===== src/rtl/regfile_param.sv =====
// regfile_param
//   Parametrised register file: two combinational read ports, one write port,
//   write-to-read bypass, optional hardwired-zero register 0, a per-register
//   busy scoreboard and a sequenced bulk-clear engine.
//
// Ports
//   clock               single clock, all state changes on posedge
//   ctrl_reset          synchronous, active-high reset (highest priority)
//   ctrl_writeEnable    write strobe (accepted only while idle)
//   ctrl_writeReg       write index
//   data_writeReg       write data
//   ctrl_readRegA/B     read indices
//   data_readRegA/B     read data (combinational)
//   ctrl_reserveEnable  mark ctrl_reserveReg busy (accepted only while idle)
//   ctrl_reserveReg     index to reserve
//   busy_readRegA/B     busy bit for the addressed registers (combinational)
//   ctrl_clear          start the bulk-clear sequence
//   clear_busy          high while the clear sequence runs
//   state_dbg           clear FSM state (0 = IDLE, 1 = CLEAR), for observation
//
// There is no valid/ready handshake here: every strobe is a single-cycle
// request that is either taken at the next posedge (FSM idle) or dropped.
module regfile_param #(
  parameter int DATA_WIDTH = 32,
  parameter int ADDR_WIDTH = 5,
  parameter bit ZERO_REG0  = 1'b1,
  parameter bit BYPASS     = 1'b1
) (
  input  logic                  clock,
  input  logic                  ctrl_reset,
  input  logic                  ctrl_writeEnable,
  input  logic [ADDR_WIDTH-1:0] ctrl_writeReg,
  input  logic [DATA_WIDTH-1:0] data_writeReg,
  input  logic [ADDR_WIDTH-1:0] ctrl_readRegA,
  input  logic [ADDR_WIDTH-1:0] ctrl_readRegB,
  output logic [DATA_WIDTH-1:0] data_readRegA,
  output logic [DATA_WIDTH-1:0] data_readRegB,
  input  logic                  ctrl_reserveEnable,
  input  logic [ADDR_WIDTH-1:0] ctrl_reserveReg,
  output logic                  busy_readRegA,
  output logic                  busy_readRegB,
  input  logic                  ctrl_clear,
  output logic                  clear_busy,
  output logic                  state_dbg
);

  localparam int DEPTH = 2 ** ADDR_WIDTH;
  localparam logic [ADDR_WIDTH-1:0] LAST_IDX = '1;

  typedef enum logic {
    IDLE  = 1'b0,
    CLEAR = 1'b1
  } state_t;

  state_t                  state;
  logic [ADDR_WIDTH-1:0]   idx;
  logic [DATA_WIDTH-1:0]   mem [DEPTH];
  logic [DEPTH-1:0]        busy;

  logic write_ok;
  logic reserve_ok;

  // Requests are only honoured while idle; index 0 is inert when hardwired.
  assign write_ok   = (state == IDLE) && ctrl_writeEnable &&
                      !(ZERO_REG0 && (ctrl_writeReg == '0));
  assign reserve_ok = (state == IDLE) && ctrl_reserveEnable &&
                      !(ZERO_REG0 && (ctrl_reserveReg == '0));

  always_ff @(posedge clock) begin
    if (ctrl_reset) begin
      for (int i = 0; i < DEPTH; i++) mem[i] <= '0;
      busy  <= '0;
      state <= IDLE;
      idx   <= '0;
    end else begin
      case (state)
        IDLE: begin
          if (write_ok) begin
            mem[ctrl_writeReg]  <= data_writeReg;
            busy[ctrl_writeReg] <= 1'b0;
          end
          // Issued after the write so a same-index reserve leaves busy set.
          if (reserve_ok) busy[ctrl_reserveReg] <= 1'b1;
          if (ctrl_clear) begin
            state <= CLEAR;
            idx   <= '0;
          end
        end
        CLEAR: begin
          mem[idx]  <= '0;
          busy[idx] <= 1'b0;
          idx       <= idx + 1'b1;  // wraps to 0 as the last entry is cleared
          if (idx == LAST_IDX) state <= IDLE;
        end
        default: state <= IDLE;
      endcase
    end
  end

  // Resolve one read port: {busy, data}. write_ok already excludes CLEAR and
  // a hardwired register 0, so the bypass needs no extra qualification.
  function automatic logic [DATA_WIDTH:0] resolve(
    input logic [ADDR_WIDTH-1:0] ra,
    input logic [DATA_WIDTH-1:0] stored_data,
    input logic                  stored_busy,
    input logic                  w_ok,
    input logic [ADDR_WIDTH-1:0] w_idx,
    input logic [DATA_WIDTH-1:0] w_data,
    input logic                  r_ok,
    input logic [ADDR_WIDTH-1:0] r_idx
  );
    logic [DATA_WIDTH:0] res;
    res = {stored_busy, stored_data};
    if (ZERO_REG0 && (ra == '0)) begin
      res = '0;
    end else if (BYPASS && w_ok && (w_idx == ra)) begin
      res = {(r_ok && (r_idx == ra)), w_data};
    end
    return res;
  endfunction

  always_comb begin
    {busy_readRegA, data_readRegA} = resolve(ctrl_readRegA, mem[ctrl_readRegA],
                                             busy[ctrl_readRegA], write_ok,
                                             ctrl_writeReg, data_writeReg,
                                             reserve_ok, ctrl_reserveReg);
    {busy_readRegB, data_readRegB} = resolve(ctrl_readRegB, mem[ctrl_readRegB],
                                             busy[ctrl_readRegB], write_ok,
                                             ctrl_writeReg, data_writeReg,
                                             reserve_ok, ctrl_reserveReg);
  end

  assign clear_busy = (state == CLEAR);
  assign state_dbg  = (state == CLEAR);

endmodule


===== config.mk =====
export PLATFORM = sky130hd
export DESIGN_NAME = regfile_param
export DESIGN_NICKNAME = d
export VERILOG_FILES = /design/src/rtl/regfile_param.sv
export SDC_FILE = /design/constraint.sdc
export NUM_CORES = 2
export LEC_CHECK = 0
export ABC_CLOCK_PERIOD_IN_PS = 3300
export CAP_MARGIN = 0
export CORE_MARGIN = 2
export CORE_UTILIZATION = 50
export DETAILED_ROUTE_END_ITERATION = 16
export GPL_ROUTABILITY_DRIVEN = 0
export PLACE_DENSITY = 0.66
export SLEW_MARGIN = 20
export SYNTH_ARGS = -nofsm -noshare
export SYNTH_HDL_FRONTEND = slang
export SYNTH_SLANG_ARGS = --single-unit

===== constraint.sdc =====
create_clock -name clock -period 3.3 [get_ports clock]
set_input_delay 0.33 -clock clock [delete_from_list [all_inputs] [get_ports clock]]
set_output_delay 0.33 -clock clock [all_outputs]
set_load 0.02 [all_outputs]

==> summary.md <==
| Metric | Value |
|---|---|
| Total chip power | `0.0323 W` |
| Placed Instance Area | `62,100 um2` |
| Levels on crit path | `10` |
| Number of synthesized flops with an enable pin | `1,024` |
| Total die area | `114,000 um2` |
| Beginning of the critical path | `ctrl_writeReg[2]` |
| DP HPWL | `128 mm` |
| Final Cell Area | `65,500 um2` |
| Vias | `40,000` |
| Critical Path End Type | `output pin` |
| Crit path buffers/inverters | `5` |
| Least-Margin Pin Slew | `0.857 ns` |
| Crit share post-route | `99.9%` |
| Vias in the first global route | `39,800` |
| Cells on worst reg2reg path | `6` |
| Nets@finish | `4,305` |
| Minimum clock period after layout | `3.30 ns` |
| Reg clk slew, reported paths | `0.06 ns` |
| Setup Viol. Count Final | `0` |
| Share of cells above drive strength 1 | `30.0%` |
| FF-to-FF End | `mem[31][1]` |
| Leak Pwr | `23.3 nW` |
| Post-DRT Antenna Nets | `0` |
| Max frequency | `0.303 GHz` |
| GRT Overall Usage | `35.1%` |
| Crit path max-delay family | `buffers and inverters` |
| Post-placement setup slack | `-0.276 ns` |
| Vias per Instance | `6.86` |
| Synth unique cells | `65` |
| Worst IR Drop VDD | `471 uV` |
| Outcome | `complete, no violations` |
| Max Root-Sink Buffers | `3` |
| Launching point of the worst reg2reg path | `idx[2]` |
| Finished Core Util | `59.1%` |
| Max FO, Critical Path | `21` |
| Pin count of the biggest net entering global routing | `40` |
| Post-Syn Area | `55,900 um2` |
| TritonCTS clock tree | `built` |
| Io pins | `125` |
| Req. time, crit path | `2.97 ns` |
| Placed cell count | `5,616` |
| Cell Chain, Critical Path | `clkdlybuf4s50_1 > or3_1 > o21ai_0 > buf_4 > o31a_2 > buf_12 > buf_4 > a21boi_0 > a221o_1 > buf_4` |
| Syn Inst Count | `3,965` |
| Final Skew | `0.0323 ns` |
| Post-Layout Cell Count | `5,829` |
| Port Buf Inserts | `124` |
| Die X | `338 um` |
| Clk root buf | `clkbuf_16` |
| H-tree depth | `3` |
| DRT Wirelength | `201 mm` |
| Starting Density | `50.4%` |
| Area growth from synthesis to layout | `17.2%` |
| CP peak stage delay | `0.49 ns` |
| Startpoint Class | `input pin` |
| DRC | `0` |
| CP max stage cell | `clkdlybuf4s50_1` |
| Die outline height | `338 um` |
| GR Overflow Total | `0` |
| Critical Setup Path Class | `input pin to output pin` |
| Register area share after synthesis | `56.4%` |
| Routed wire length per instance | `34.5 um` |
| Seq cells post-synth | `1,062` |
| Most frequent CP cell | `buf_4` |
| Row Count | `122` |
| Power per cell area | `494 nW/um2` |
| Max Cap Viol | `0` |
| Clock Sinks | `1,062` |
| Core footprint | `111,000 um2` |
| Critical path arrival | `2.97 ns` |
| First-pass GRT wire length | `286 mm` |
| Top_reg_cell synth | `edfxtp_1` |
| Worst skew pair latency | `0.72 ns` |
| Detailed Routing Iterations Pass 1 | `9` |
| Slew Viols, Final | `0` |
| Initial antenna violation count | `3` |
| Total CTS buffers | `110` |
| Flop2flop setup slack | `0.44 ns` |
| Fin. Hold Viols | `0` |
| Hold Path Class | `input pin to flip-flop` |
| Setup ws final | `0.00318 ns` |
| Relative slew slack | `42.9%` |
| Synth Area per Inst | `14.1 um2` |
| Initial DRC Count | `6,684` |
| CP endpoint | `data_readRegA[17]` |
| Yosys warnings | `0` |
| Asr flop ratio synth | `0%` |
sequential cells by signal (all words and copies together), names as in the netlist:
| register | flops |
|---|---|
| busy | 32 |
| clear_busy | 1 |
| mem | 1024 |
| idx | 5 |
how the worst min path moves through the flow:
stage / from / to / slack, ns / depth (start not counted)
2_1_floorplan: busy[0] / busy[0] / 0.42 / 2
3_3_place_gp: busy[0] / busy[0] / 0.43 / 2
3_5_place_dp: busy[0] / busy[0] / 0.45 / 2
4_1_cts: ctrl_reserveReg[1] / busy[4] / 0.33 / 4
5_1_grt: ctrl_reserveReg[0] / busy[4] / 0.37 / 4
6_report: ctrl_reserveReg[0] / busy[4] / 0.36 / 4
power by group:
part | leakage, nW | total, W | switching [W] | internal [W]
combinational | 10.8 | 0.00487 | 0.00281 | 0.00205
clock | 1.64 | 0.0119 | 0.00548 | 0.00645
sequential | 10.9 | 0.0156 | 0.000266 | 0.0153
cell families (layout without fill, tap and decap cells):
group                    count (synthesis)  count (layout)  synth area share [%]
AO/OA/AOI/OAI                          280             280                  3.59
multiplexers                           701             701                  25.4
XOR/XNOR                                20              20                 0.313
other                                    1              35               0.00671
buffers and inverters                  434             776                  3.57
adder cells (fa/ha/maj)                  5               5                 0.112
flip-flops                            1062            1062                  56.4
AND/OR/NAND/NOR                       1462            1462                  10.6
worst min-delay path: cells and delay by family:
kind | cells | cell delay, ns
compound gates | 1 | 0.06
buf+inv | 1 | 0.48
simple gates | 2 | 0.15
cell type report:
cell class	count	area, um2
tap	1488	1860
sequential	1062	31500
antenna	3	7.51
clock buffer	132	2840
multi-input combinational	2500	22800
inverter	16	65.1
timing repair buffer	553	5860
clock inverter	75	539
fill	8661	45300
cell usage after synthesis (11+ instances only):
cell      instances  area (um2)
mux4_2          572       12900
buf_2            90         450
a32oi_1          26         228
edfxtp_1       1024       30700
a221oi_1         19         166
nand3_1          61         305
nand2_1         221         830
nand2b_1         46         288
o21ai_1          11        55.1
a211o_1          15         131
clkbuf_1        263         987
buf_4            27         203
buf_1            18        67.6
a211oi_1         45         338
a21oi_1          31         155
a22oi_1          20         150
dfxtp_1          38         761
mux2_2           19         214
inv_1            14        52.6
buf_6            20         225
o211ai_1         22         165
mux2i_1         110        1100
xor2_1           11        96.3
nor2b_1          32         200
o21ai_0          46         230
nor2_1         1037        3890
nor3_1           16        80.1
what timing repair did:
item,in CTS,in global routing
cloned,0,0
endpoints found under the hold margin,6,0
hold buffers,1,0
endpoints found under the setup margin,60,16
pin swaps,4,2
gates resized for setup,76,29
buffers inserted,2,0
routing by layer:
metal	wire [um]	up-vias	share of wire [%]	track usage, %
met4	11200	2	5.6	17.0
met3	29600	651	15	9.01
met2	90400	3376	45	53.0
li1	-	15700	-	-
met1	70000	20200	35	47.9
met5	13	-	0.0065	0
cell usage in the layout, fill, tap and decap left out, drive strengths merged, types with 18 or more instances in the layout:
master,instances
a211oi,48
dfxtp,38
a32oi,26
a22oi,20
o21ai,57
buf,446
nand2b,46
mux2i,110
mux2,19
inv,18
clkdlybuf4s50,48
dlygate4sd2,46
clkinv,62
conb,32
mux4,572
nor2,1037
clkbuf,138
o211ai,23
nand2,221
edfxtp,1024
a221oi,19
nand3,61
a21oi,32
nor2b,32
through the flow:
stage / setup TNS, ns / hold slack [ns]
finish: 0 / 0.355
global route: -0.0177 / 0.374
CTS: 0 / 0.331
detailed placement: -3.51 / 0.450
global placement: -3.08 / 0.430
floorplan: 0 / 0.416
Power figures use the tool's default switching activity.
